[config.mk]
export PLATFORM = sky130hd
export DESIGN_NAME = deadlock_kernel_block_detector_flat
export DESIGN_NICKNAME = d
export VERILOG_FILES = /design/src/rtl/deadlock_kernel_block_detector_if.sv /design/src/rtl/deadlock_kernel_block_detector.sv /design/src/flat_wrapper.sv
export SDC_FILE = /design/constraint.sdc
export NUM_CORES = 1
export LEC_CHECK = 0
export CAP_MARGIN = 20
export CORE_MARGIN = 2
export CORE_UTILIZATION = 44
export DETAILED_ROUTE_END_ITERATION = 8
export PLACE_DENSITY = 0.73
export SYNTH_ARGS = -nofsm -noshare
export SYNTH_HDL_FRONTEND = slang
export SYNTH_SLANG_ARGS = --single-unit
[constraint.sdc]
create_clock -name clock -period 2.44 [get_ports clock]
set_clock_uncertainty 0.2 [all_clocks]
set_input_delay 0.366 -clock clock [delete_from_list [all_inputs] [get_ports clock]]
set_output_delay 0.366 -clock clock [all_outputs]
set_load 0.01 [all_outputs]
[src/rtl/deadlock_kernel_block_detector_if.sv]
// Signal bundle between the kernel monitor top and the block detector.
// The master drives the monitor vectors and clear; the slave returns the block status.
interface deadlock_kernel_block_detector_if #(
    parameter int unsigned N_AXIS = 2,
    parameter int unsigned N_INST = 5,
    parameter int unsigned N_IDLE = 9,
    parameter int unsigned CNT_W  = 16
);
    logic [N_AXIS-1:0] axis_block_sigs;
    logic [N_IDLE-1:0] inst_idle_sigs;
    logic [N_INST-1:0] inst_block_sigs;
    logic              clear;
    logic              block;
    logic              block_pulse;
    logic              ever_blocked;
    logic [N_INST-1:0] blocked_inst_mask;
    logic [CNT_W-1:0]  stall_count;

    modport master (
        output axis_block_sigs, inst_idle_sigs, inst_block_sigs, clear,
        input  block, block_pulse, ever_blocked, blocked_inst_mask, stall_count
    );

    modport slave (
        input  axis_block_sigs, inst_idle_sigs, inst_block_sigs, clear,
        output block, block_pulse, ever_blocked, blocked_inst_mask, stall_count
    );
endinterface

[src/rtl/deadlock_kernel_block_detector.sv]
// Debounces the combinational kernel-stuck condition into a registered block indication,
// capturing the blocked instances on entry and counting consecutive stuck cycles.
module deadlock_kernel_block_detector #(
    parameter int unsigned N_AXIS         = 2,
    parameter int unsigned N_INST         = 5,
    parameter int unsigned N_IDLE         = 9,
    parameter int unsigned PERSIST_CYCLES = 16,
    parameter int unsigned CNT_W          = 16
) (
    input  logic clock,
    input  logic reset,
    deadlock_kernel_block_detector_if.slave mon
);

    typedef enum logic [1:0] {
        RUN     = 2'd0,
        SUSPECT = 2'd1,
        BLOCKED = 2'd2
    } state_e;

    localparam logic [CNT_W-1:0] CNT_MAX = '1;
    localparam logic [CNT_W-1:0] PERSIST = CNT_W'(PERSIST_CYCLES);
    localparam logic [CNT_W-1:0] CNT_ONE = CNT_W'(1);

    state_e            state_q, state_d;
    logic [CNT_W-1:0]  stall_q, stall_d;
    logic              block_q, block_d;
    logic              pulse_q, pulse_d;
    logic              ever_q, ever_d;
    logic [N_INST-1:0] mask_q, mask_d;

    logic all_parked_c, any_blk_c, active_c, stuck_c;

    // Every instance is either idle or blocked, and at least one is blocked.
    assign all_parked_c = &(mon.inst_idle_sigs[N_INST-1:0] | mon.inst_block_sigs);
    assign any_blk_c    = |mon.inst_block_sigs;

    generate
        if (N_IDLE > N_INST) begin : g_qual
            assign active_c = ~&mon.inst_idle_sigs[N_IDLE-1:N_INST];
        end else begin : g_noqual
            assign active_c = 1'b1;
        end
    endgenerate

    // A waiting AXIS port means the stall belongs to the testbench, not the kernel.
    assign stuck_c = all_parked_c & any_blk_c & ~|mon.axis_block_sigs & active_c;

    always_ff @(posedge clock or negedge reset) begin
        if (!reset) begin
            state_q <= RUN;
            stall_q <= '0;
            block_q <= 1'b0;
            pulse_q <= 1'b0;
            ever_q  <= 1'b0;
            mask_q  <= '0;
        end else begin
            state_q <= state_d;
            stall_q <= stall_d;
            block_q <= block_d;
            pulse_q <= pulse_d;
            ever_q  <= ever_d;
            mask_q  <= mask_d;
        end
    end

    always_comb begin
        state_d = state_q;
        stall_d = stall_q;
        ever_d  = ever_q;
        mask_d  = mask_q;
        pulse_d = 1'b0;

        if (mon.clear) begin
            state_d = RUN;
            stall_d = '0;
            ever_d  = 1'b0;
            mask_d  = '0;
        end else begin
            case (state_q)
                RUN: begin
                    if (stuck_c) begin
                        stall_d = CNT_ONE;
                        state_d = (PERSIST == CNT_ONE) ? BLOCKED : SUSPECT;
                    end else begin
                        stall_d = '0;
                    end
                end
                SUSPECT: begin
                    if (stuck_c) begin
                        stall_d = stall_q + CNT_ONE;
                        if (stall_d == PERSIST) begin
                            state_d = BLOCKED;
                        end
                    end else begin
                        state_d = RUN;
                        stall_d = '0;
                    end
                end
                BLOCKED: begin
                    if (stuck_c) begin
                        stall_d = (stall_q == CNT_MAX) ? stall_q : stall_q + CNT_ONE;
                    end else begin
                        state_d = RUN;
                        stall_d = '0;
                    end
                end
                default: begin
                    state_d = RUN;
                    stall_d = '0;
                end
            endcase

            // Fresh entry into BLOCKED strobes and snapshots the culprits.
            if (state_d == BLOCKED && state_q != BLOCKED) begin
                pulse_d = 1'b1;
                ever_d  = 1'b1;
                mask_d  = mon.inst_block_sigs;
            end
        end

        block_d = (state_d == BLOCKED);
    end

    assign mon.block             = block_q;
    assign mon.block_pulse       = pulse_q;
    assign mon.ever_blocked      = ever_q;
    assign mon.blocked_inst_mask = mask_q;
    assign mon.stall_count       = stall_q;

endmodule

[src/flat_wrapper.sv]
// flat-port wrapper written by rule: the top's interface ports become plain ports
module deadlock_kernel_block_detector_flat 
#(
    parameter int unsigned N_AXIS         = 2,
    parameter int unsigned N_INST         = 5,
    parameter int unsigned N_IDLE         = 9,
    parameter int unsigned PERSIST_CYCLES = 16,
    parameter int unsigned CNT_W          = 16
)
  (clock, reset, mon_axis_block_sigs, mon_inst_idle_sigs, mon_inst_block_sigs, mon_clear, mon_block, mon_block_pulse, mon_ever_blocked, mon_blocked_inst_mask, mon_stall_count);
  deadlock_kernel_block_detector_if #(.N_AXIS(N_AXIS), .N_INST(N_INST), .N_IDLE(N_IDLE), .CNT_W(CNT_W)) mon_i ();
  input  logic clock;
  input  logic reset;
  input wire logic [$bits(mon_i.axis_block_sigs)-1:0] mon_axis_block_sigs;
  input wire logic [$bits(mon_i.inst_idle_sigs)-1:0] mon_inst_idle_sigs;
  input wire logic [$bits(mon_i.inst_block_sigs)-1:0] mon_inst_block_sigs;
  input wire logic [$bits(mon_i.clear)-1:0] mon_clear;
  output wire logic [$bits(mon_i.block)-1:0] mon_block;
  output wire logic [$bits(mon_i.block_pulse)-1:0] mon_block_pulse;
  output wire logic [$bits(mon_i.ever_blocked)-1:0] mon_ever_blocked;
  output wire logic [$bits(mon_i.blocked_inst_mask)-1:0] mon_blocked_inst_mask;
  output wire logic [$bits(mon_i.stall_count)-1:0] mon_stall_count;
  assign mon_i.axis_block_sigs = mon_axis_block_sigs;
  assign mon_i.inst_idle_sigs = mon_inst_idle_sigs;
  assign mon_i.inst_block_sigs = mon_inst_block_sigs;
  assign mon_i.clear = mon_clear;
  assign mon_block = mon_i.block;
  assign mon_block_pulse = mon_i.block_pulse;
  assign mon_ever_blocked = mon_i.ever_blocked;
  assign mon_blocked_inst_mask = mon_i.blocked_inst_mask;
  assign mon_stall_count = mon_i.stall_count;
  deadlock_kernel_block_detector #(.N_AXIS(N_AXIS), .N_INST(N_INST), .N_IDLE(N_IDLE), .PERSIST_CYCLES(PERSIST_CYCLES), .CNT_W(CNT_W)) u_core (.clock(clock), .reset(reset), .mon(mon_i));
endmodule
# Yosys cells after proc, flatten, opt, wreduce, memory -nomap -nowiden
# Index checks and enable logic that the tools add are counted.
dict set report word_totals {
  regBits 26
  word_cells 47
  output_inout_bits 24
}
dict set report classes {
  bitwise 4
  addsub 1
  eq_ne 8
  n_mux 19
  reduce_logical 9
}
# operator count
set ops {}
lappend ops {{16-bit two-way mux} 4}
lappend ops {{16-bit one-hot mux with 3 select lines} 1}
lappend ops {{16-bit by 1-bit adder with 16-bit output, second input constant} 1}
lappend ops {{16-bit equality test, second input constant} 1}
lappend ops {{16-bit by 5-bit equality test with 1-bit output, second input constant} 1}
lappend ops {{2-bit two-way mux} 6}
lappend ops {{5-bit two-way mux} 2}
lappend ops {{2-bit equality test, second input constant} 3}
lappend ops {{2-bit one-hot mux with 3 select lines} 1}
lappend ops {{1-bit two-way mux} 5}
lappend ops {{5-bit bitwise OR} 1}
lappend ops {{5-bit AND reduction} 1}
lappend ops {{5-bit OR reduction} 1}
lappend ops {{4-bit inequality test, second input constant} 1}
lappend ops {{4-bit AND reduction} 1}
lappend ops {{1-bit AND} 3}
lappend ops {{2-bit by 1-bit equality test with 1-bit output, second input constant} 1}
lappend ops {{1-bit zero test} 2}
lappend ops {{2-bit zero test} 1}
lappend ops {{2-bit inequality test, second input constant} 1}
lappend ops {{2-bit nonzero test} 1}
lappend ops {{2-bit OR reduction} 1}
lappend ops {{1-bit logical AND} 1}

# Logic depth before layout (Yosys ltp)
# Gate-level depths: netlist of run 1.
dict set report depth {
  ltp_word 12
  mapped_depth 8
}

# Worst setup path before layout of run 1
# Ideal clock, no wire load.
dict set report synth_timing {
  path_kind {reg2reg}
  from {register u_core.stall_q[1], in the netlist u_core.mon.stall_count[1]}
  to {register u_core.mask_q[0], in the netlist u_core.mon.blocked_inst_mask[0]}
  setup_time_ps 121
  path_buffers 0
  period_less_slack_ps 2450
  path_slack_ps -10
  path_stages_with_launch 9
  arrival_ps 2129
  path_cell_list {dfrtp_1 -> ha_1 -> nand2_1 -> or3_1 -> nor4_2 -> nor3b_1 -> a22oi_2 -> o21a_1 -> a22o_1}
}
dict set report synth_between {
  elab_chain_len 9
}
# element line
set synth_rtl {}
lappend synth_rtl {{start: declaration} deadlock_kernel_block_detector.sv:26} ;# logic [CNT_W-1:0] stall_q, stall_d;
lappend synth_rtl {{start signal: assignment} deadlock_kernel_block_detector.sv:59} ;# stall_q <= stall_d;
lappend synth_rtl {{16-bit by 1-bit adder with 16-bit output} deadlock_kernel_block_detector.sv:91} ;# stall_d = stall_q + CNT_ONE;
lappend synth_rtl {{16-bit by 5-bit equality test with 1-bit output} deadlock_kernel_block_detector.sv:92} ;# if (stall_d == PERSIST) begin
lappend synth_rtl {{2-bit two-way mux} deadlock_kernel_block_detector.sv:92}
lappend synth_rtl {{2-bit two-way mux} deadlock_kernel_block_detector.sv:90} ;# if (stuck_c) begin
lappend synth_rtl {{2-bit one-hot mux with 3 select lines} deadlock_kernel_block_detector.sv:80} ;# case (state_q)
lappend synth_rtl {{2-bit two-way mux} deadlock_kernel_block_detector.sv:74} ;# if (mon.clear) begin
lappend synth_rtl {{2-bit equality test} deadlock_kernel_block_detector.sv:115} ;# if (state_d == BLOCKED && state_q != BLOCKED) begin
lappend synth_rtl {{1-bit logical AND} deadlock_kernel_block_detector.sv:115}
lappend synth_rtl {{2-bit nonzero test (no line)} -}
lappend synth_rtl {{end signal: assignment} deadlock_kernel_block_detector.sv:63} ;# mask_q <= mask_d;
lappend synth_rtl {{end: declaration} deadlock_kernel_block_detector.sv:30} ;# logic [N_INST-1:0] mask_q, mask_d;
# Every way passes these cells. The select of a mux whose other input is x is not followed.
# A chain may end at the register's enable or synchronous reset.

# Final worst setup path of run 1
dict set report layout_timing {
  from {input mon_inst_idle_sigs[0]}
  to {register u_core.stall_q[2], in the netlist u_core.mon.stall_count[2]}
}
dict set report layout_between {
  elab_chain_len 8
  elab_cells_between_ends 10
  classes_between {eq/ne (1); mux (4); bitwise (4); reduce/logical (1)}
}
# element line
set layout_rtl {}
lappend layout_rtl {{start: declaration} flat_wrapper.sv:15} ;# input wire logic [$bits(mon_i.inst_idle_sigs)-1:0] mon_inst_idle_sigs;
lappend layout_rtl {{5-bit bitwise OR *} deadlock_kernel_block_detector.sv:35} ;# assign all_parked_c = &(mon.inst_idle_sigs[N_INST-1:0] | mon.inst_block_sigs);
lappend layout_rtl {{5-bit AND reduction *} deadlock_kernel_block_detector.sv:35}
lappend layout_rtl {{1-bit AND * (3 in a row)} deadlock_kernel_block_detector.sv:47} ;# assign stuck_c = all_parked_c & any_blk_c & ~|mon.axis_block_sigs & active_c;
lappend layout_rtl {{16-bit two-way mux (on tied branches)} {deadlock_kernel_block_detector.sv:101, deadlock_kernel_block_detector.sv:90}}
lappend layout_rtl {{16-bit one-hot mux with 3 select lines} deadlock_kernel_block_detector.sv:80}
lappend layout_rtl {{16-bit two-way mux} deadlock_kernel_block_detector.sv:74}
# Every way passes the cells marked *; elsewhere a longest branch is shown, timed or not.

==> metrics, run 1 <==
max-cap viol count=0; GRT Total Usage=23.8%; later-pin clock latency in the skew report=0.27 ns; number of failing setup endpoints in the final timing report=21; number of DRC violations after detailed routing=0; power per cell area=291 nW/um^2; RSZ-0062 raised after global routing=yes; Yosys warnings=0; initial core utilization=45.3%; DRT antenna net count=0; number of inserted diodes=0; Async SR Flop Fraction=100%; CP max FO=3; PnR worst setup slack=-0.0691 ns; Max Clock Freq=399 MHz; CTS Hold Buffers Added=0; register bit count reported by yosys=26; sinks on the clock net=26; Routed WL=4930 um; DP Wirelength=3480 um; via count of the first global-routing pass=1625; most common cell after layout, fill and taps aside=sky130_fd_sc_hd__buf_4; number of flops mapped to enable cells by yosys=0; initial antenna violation count=0; Synth Net Count=191; clock-pin slew on the worst setup and hold paths=0.09 ns; commonest cells after routing, fill and taps aside=41 x sky130_fd_sc_hd__buf_4, 37 x sky130_fd_sc_hd__clkdlybuf4s50_1, 26 x sky130_fd_sc_hd__dfrtp_1; post-detailed-route wirelength per cell=16.6 um; area of the die=4240 um^2; clock tree root driver cell=sky130_fd_sc_hd__clkbuf_8; pin count of the biggest net entering global routing=27; final estimated routing congestion in global placement=0.891; first-pass GRT wire length=7760 um; number of nets in the final layout=275; number of DRC markers after the initial detailed-route iteration=60; Post-Synthesis Cells=167; Period Utilization, post-route=103%; die height=65.2 um; total placed cells including tap cells=286; Post-Layout Cell Count=297; critical path data arrival time=2.51 ns; share of post-route cells with drive strength above 1=34.9%; relative max-transition margin=74.2%; area of the mapped netlist=1650 um^2; critical setup path kind=primary input to register; number of library cell types mapped by synthesis=52; path category of the worst min-delay check=primary input to async pin; Mean Syn Cell Area=9.85 um^2; result of the run=finished, violations left; failing checks=negative setup slack; actual slew at the worst max-slew pin=0.382 ns; crit path time final=2.51 ns; H-tree Lvls=1; average vias per placed instance=5.56; Core Box Area=3630 um^2; I/O pin cnt=43; total number of vias=1652; largest voltage drop on the vdd net=0.000305 V; GR Overflow Total=0; total CTS buffers=3; final hold vios=0; sequential cell area fraction in the yosys report=39.5%; Initial DRT Pass Iterations=4; leakage dissipation=1.13 nW; data required time of the critical path=2.44 ns; Critical Path Sink Type=register; critical path launch point type=primary input; number of max-slew violations in the final report=0; CTS tree=done; worst hold margin=0.273 ns; layout-stage area growth over the synthesis result=56.7%; site row count=22; top_reg_cell synth=sky130_fd_sc_hd__dfrtp_1; Die Span X=65.2 um; maximum number of buffers from clock root to sink=2; number of port buffers=42
metal layers:
metal / GRT usage (%) / share of wire [%] / vias to the layer above
met5: 0 / 0 / -
met2: 41.6 / 53 / 33
li1: - / - / 774
met1: 29.8 / 41 / 832
met4: 8.07 / 3.0 / 0
met3: 4.11 / 2.3 / 13
cells by family after synthesis:
family | count (synthesis) | synth area share, %
xor gates and xnor gates | 16 | 8.52
DFF | 26 | 39.5
and+or+nand+nor | 59 | 22.9
buffers and inverters | 20 | 5.85
AOI/OAI and AO/OA | 40 | 18.8
muxes | 1 | 0.608
adders and majority gates | 5 | 3.80
sequential cells by signal, indices dropped and copies added, names as in the netlist:
register	count
u_core.state_q	2
u_core.mon.blocked_inst_mask	5
u_core.mon.ever_blocked	1
u_core.mon.block	1
u_core.mon.stall_count	16
u_core.mon.block_pulse	1
synthesized netlist by cell type (2+ instances only):
cell type | number | area share (%)
sky130_fd_sc_hd__xor2_1 | 7 | 3.7
sky130_fd_sc_hd__and2_1 | 2 | 0.76
sky130_fd_sc_hd__nor3_1 | 4 | 1.2
sky130_fd_sc_hd__nor2b_1 | 2 | 0.76
sky130_fd_sc_hd__inv_1 | 11 | 2.5
sky130_fd_sc_hd__or3_1 | 2 | 0.76
sky130_fd_sc_hd__o21ai_2 | 9 | 4.8
sky130_fd_sc_hd__ha_1 | 5 | 3.8
sky130_fd_sc_hd__nor2_1 | 7 | 1.6
sky130_fd_sc_hd__nand2_1 | 11 | 2.5
sky130_fd_sc_hd__o21ai_1 | 2 | 0.61
sky130_fd_sc_hd__nand4_1 | 5 | 1.9
sky130_fd_sc_hd__or4_4 | 2 | 1.4
sky130_fd_sc_hd__clkbuf_2 | 2 | 0.61
sky130_fd_sc_hd__xnor2_1 | 9 | 4.8
sky130_fd_sc_hd__buf_6 | 2 | 1.4
sky130_fd_sc_hd__a22o_1 | 5 | 2.7
sky130_fd_sc_hd__buf_2 | 3 | 0.91
sky130_fd_sc_hd__a31oi_1 | 2 | 0.76
sky130_fd_sc_hd__o21ai_0 | 6 | 1.8
sky130_fd_sc_hd__nand3_1 | 9 | 2.7
sky130_fd_sc_hd__and4b_1 | 2 | 1.2
sky130_fd_sc_hd__dfrtp_1 | 26 | 40
sky130_fd_sc_hd__a21oi_1 | 3 | 0.91
sky130_fd_sc_hd__nor3_2 | 2 | 1.2
final timing paths:
check                                        startpoint                              end  slack [ns]  cells after the start
worst max-delay path              mon_inst_idle_sigs[0]        u_core.mon.stall_count[2]       -0.07                     11
worst min-delay path                              reset        u_core.mon.stall_count[8]        0.27                      2
max in group asynchronous                         reset        u_core.mon.stall_count[1]        1.51                      2
worst min register to register  u_core.mon.ever_blocked          u_core.mon.ever_blocked        0.29                      1
worst max register to register        u_core.state_q[1]  u_core.mon.blocked_inst_mask[1]       -0.06                      8
min in group clock              u_core.mon.ever_blocked          u_core.mon.ever_blocked        0.29                      1
cell type report:
class	instances	area (um^2)
Fill cell	292	1050
Multi-Input combinational cell	121	992
Timing Repair Buffer	87	790
Sequential cell	26	651
Tap cell	48	60.1
Inverter	12	45.0
Clock buffer	3	41.3
per-stage QoR:
stage          TNS (ns)  power, mW  instance area, um^2  util, %  setup slack (ns)
4_1_cts          -0.153      0.754                 2470     68.0           -0.0347
3_3_place_gp      -5.28      0.517                 2370     65.2            -0.326
3_5_place_dp      -6.61      0.519                 2370     65.2            -0.447
2_1_floorplan         0      0.459                 1650        -           0.00872
6_report         -0.616      0.750                 2580     71.0           -0.0691
5_1_grt           -2.71      0.789                 2580     71.0            -0.211
worst max-delay path, stage by stage:
cell                              delay, ns
sky130_fd_sc_hd__clkdlybuf4s50_1       0.45
sky130_fd_sc_hd__o22a_1                0.11
sky130_fd_sc_hd__o21ai_1               0.06
sky130_fd_sc_hd__or3_1                 0.37
sky130_fd_sc_hd__buf_4                 0.15
sky130_fd_sc_hd__buf_4                 0.14
sky130_fd_sc_hd__nor4b_1               0.38
sky130_fd_sc_hd__buf_4                 0.19
sky130_fd_sc_hd__nor2b_1               0.13
sky130_fd_sc_hd__o21ai_1               0.07
sky130_fd_sc_hd__o21ai_1               0.08
where the power goes:
| group | internal [mW] | switching [mW] | leakage, nW |
|---|---|---|---|
| logic | 0.0440 | 0.0369 | 0.750 |
| clock network | 0.111 | 0.126 | 0.0216 |
| registers | 0.431 | 0.00150 | 0.363 |
| total | 0.586 | 0.164 | 1.13 |
repair_timing:
action,CTS,global route
gates resized for setup,12,18
setup buffers,5,2
gates cloned,0,1
setup endpoints to repair,8,25
pin swaps,15,10
Power figures use the tool's default switching activity.
==> run 2, diff against run 1 <==
SETUP_SLACK_MARGIN = 0.2   (was unset)
==> metrics, run 2 (synthesis results as in run 1) <==
RSZ-0062 raised after global routing=yes; first-pass GRT wire length=7760 um; Tot Pwr=869 uW; critical path data arrival time=2.39 ns; number of max-slew violations in the final report=0; GRT Total Usage=23.9%; result of the run=completed; r2r setup slk=0.01 ns; total area of sequential cells=658 um^2; initial core utilization=45.3%; Setup Slack @ Placement=-0.431 ns; critical path capture point=u_core.mon.blocked_inst_mask[3]; Initial DRT Pass Iterations=4; critical path launch point type=register; footprint of the multi-input gates=1040 um^2; CTS tree=done; final estimated routing congestion in global placement=0.998; Max Clock Freq=412 MHz; later-pin clock latency in the skew report=0.27 ns; most common cell after layout, fill and taps aside=sky130_fd_sc_hd__buf_4; leakage dissipation=1.15 nW; GR Overflow Total=0; maximum number of buffers from clock root to sink=2; Core Box Area=3630 um^2; via count of the first global-routing pass=1645; worst r2r dst=u_core.mon.blocked_inst_mask[3]; Period Utilization, post-route=99.5%; number of inserted diodes=0; path category of the worst min-delay check=primary input to async pin; largest voltage drop on the vdd net=0.000285 V; critical path's top delay family=simple AND/OR/NAND/NOR gates; final hold vios=0; Critical Path Sink Type=register; CTS Hold Buffers Added=0; Largest register FFs=16; share of post-route cells with drive strength above 1=37.9%; area of the die=4240 um^2; FF-to-FF Start=u_core.mon.stall_count[1]; crit path time final=2.43 ns; commonest cells after routing, fill and taps aside=36 x sky130_fd_sc_hd__buf_4, 28 x sky130_fd_sc_hd__clkdlybuf4s50_1, 20 x sky130_fd_sc_hd__dfrtp_1; actual slew at the worst max-slew pin=0.334 ns; clock-pin slew on the worst setup and hold paths=0.09 ns; initial antenna violation count=0; I/O pin cnt=43; number of DRC violations after detailed routing=0; CP max FO=5; layout-stage area growth over the synthesis result=60.1%; total number of vias=1608; site row count=22; post-detailed-route wirelength per cell=15.9 um; number of filler cells placed in the layout=266; die height=65.2 um; average vias per placed instance=5.43; cells along the critical path=ha_4, nand4_1, or3_4, mux2i_4, nor3_2, a32oi_2, o21a_2, a22o_1; Die Span X=65.2 um; number of nets in the final layout=273; DRT antenna net count=0; DP Wirelength=3440 um; power per cell area=330 nW/um^2; combined buffer and inverter count along the critical path=0; slowest cell on the critical path=sky130_fd_sc_hd__dfrtp_2; clock tree root driver cell=sky130_fd_sc_hd__clkbuf_8; sinks on the clock net=26; Routed WL=4720 um; worst hold margin=0.260 ns; pin count of the biggest net entering global routing=27; total CTS buffers=3; max-cap viol count=0; depth of the most critical reg-to-reg path=8; PnR worst setup slack=0.0122 ns; Critical Path Max Stage Delay=0.40 ns; instance count on the critical path=8; data required time of the critical path=2.40 ns; critical setup path kind=register to register; number of port buffers=42; H-tree Lvls=1; start point of the critical path=u_core.mon.stall_count[1]; relative max-transition margin=77.7%; number of failing setup endpoints in the final timing report=0; number of DRC markers after the initial detailed-route iteration=62
==> run 2: cell type report <==
type                            count  area share (%)
Sequential cell                    26            25.0
Tap cell                           48            2.28
Clock buffer                        3            1.57
Timing Repair Buffer               84            28.8
Inverter                           12            1.71
Multi-Input combinational cell    122            39.5
Clock inverter                      1            1.14
==> run 2: repair_timing <==
item / 4_1_cts / 5_1_grt
gates cloned: 1 / 0
buffers inserted: 8 / 2
endpoints found under the setup margin: 25 / 25
resized for setup: 34 / 16
pin swaps: 23 / 1
==> run 2: worst min-delay path by stage <==
stage / end / cells after the start / startpoint
2_1_floorplan: u_core.mon.block / 0 / reset
3_3_place_gp: u_core.mon.ever_blocked / 1 / u_core.mon.ever_blocked
6_report: u_core.mon.blocked_inst_mask[4] / 2 / reset
4_1_cts: u_core.mon.blocked_inst_mask[4] / 2 / reset
3_5_place_dp: u_core.mon.ever_blocked / 1 / u_core.mon.ever_blocked
5_1_grt: u_core.mon.blocked_inst_mask[4] / 2 / reset
==> run 2: stage by stage <==
step                instance area, um^2  util [%]  std cells  setup TNS [ns]
detailed placement                 2360      65.0        281           -7.04
global route                       2630      72.5        296          -0.189
floorplan                          1680         -        167               0
finish                             2630      72.5        296               0
global placement                   2360      65.0        281           -5.55
CTS                                2560      70.5        294               0
==> run 2: worst register-to-register path, stage by stage, from the launching register on <==
cell and delay [ns]:
sky130_fd_sc_hd__dfrtp_2 0.40, sky130_fd_sc_hd__ha_4 0.15, sky130_fd_sc_hd__nand4_1 0.13, sky130_fd_sc_hd__or3_4 0.39, sky130_fd_sc_hd__mux2i_4 0.21, sky130_fd_sc_hd__nor3_2 0.17, sky130_fd_sc_hd__a32oi_2 0.19, sky130_fd_sc_hd__o21a_2 0.27
sky130_fd_sc_hd__a22o_1 0.22
==> run 2: where the power goes <==
part / switching (mW) / internal [mW] / total (mW)
clock: 0.136 / 0.219 / 0.356
sequential: 0.00146 / 0.431 / 0.433
combinational: 0.0389 / 0.0415 / 0.0804
==> run 2: per-layer routing <==
layer  global-route usage (%)  wire [um]
met4                     7.81         76
met5                        0          0
met1                     30.9       2030
met2                     40.7       2510
met3                     4.45        106
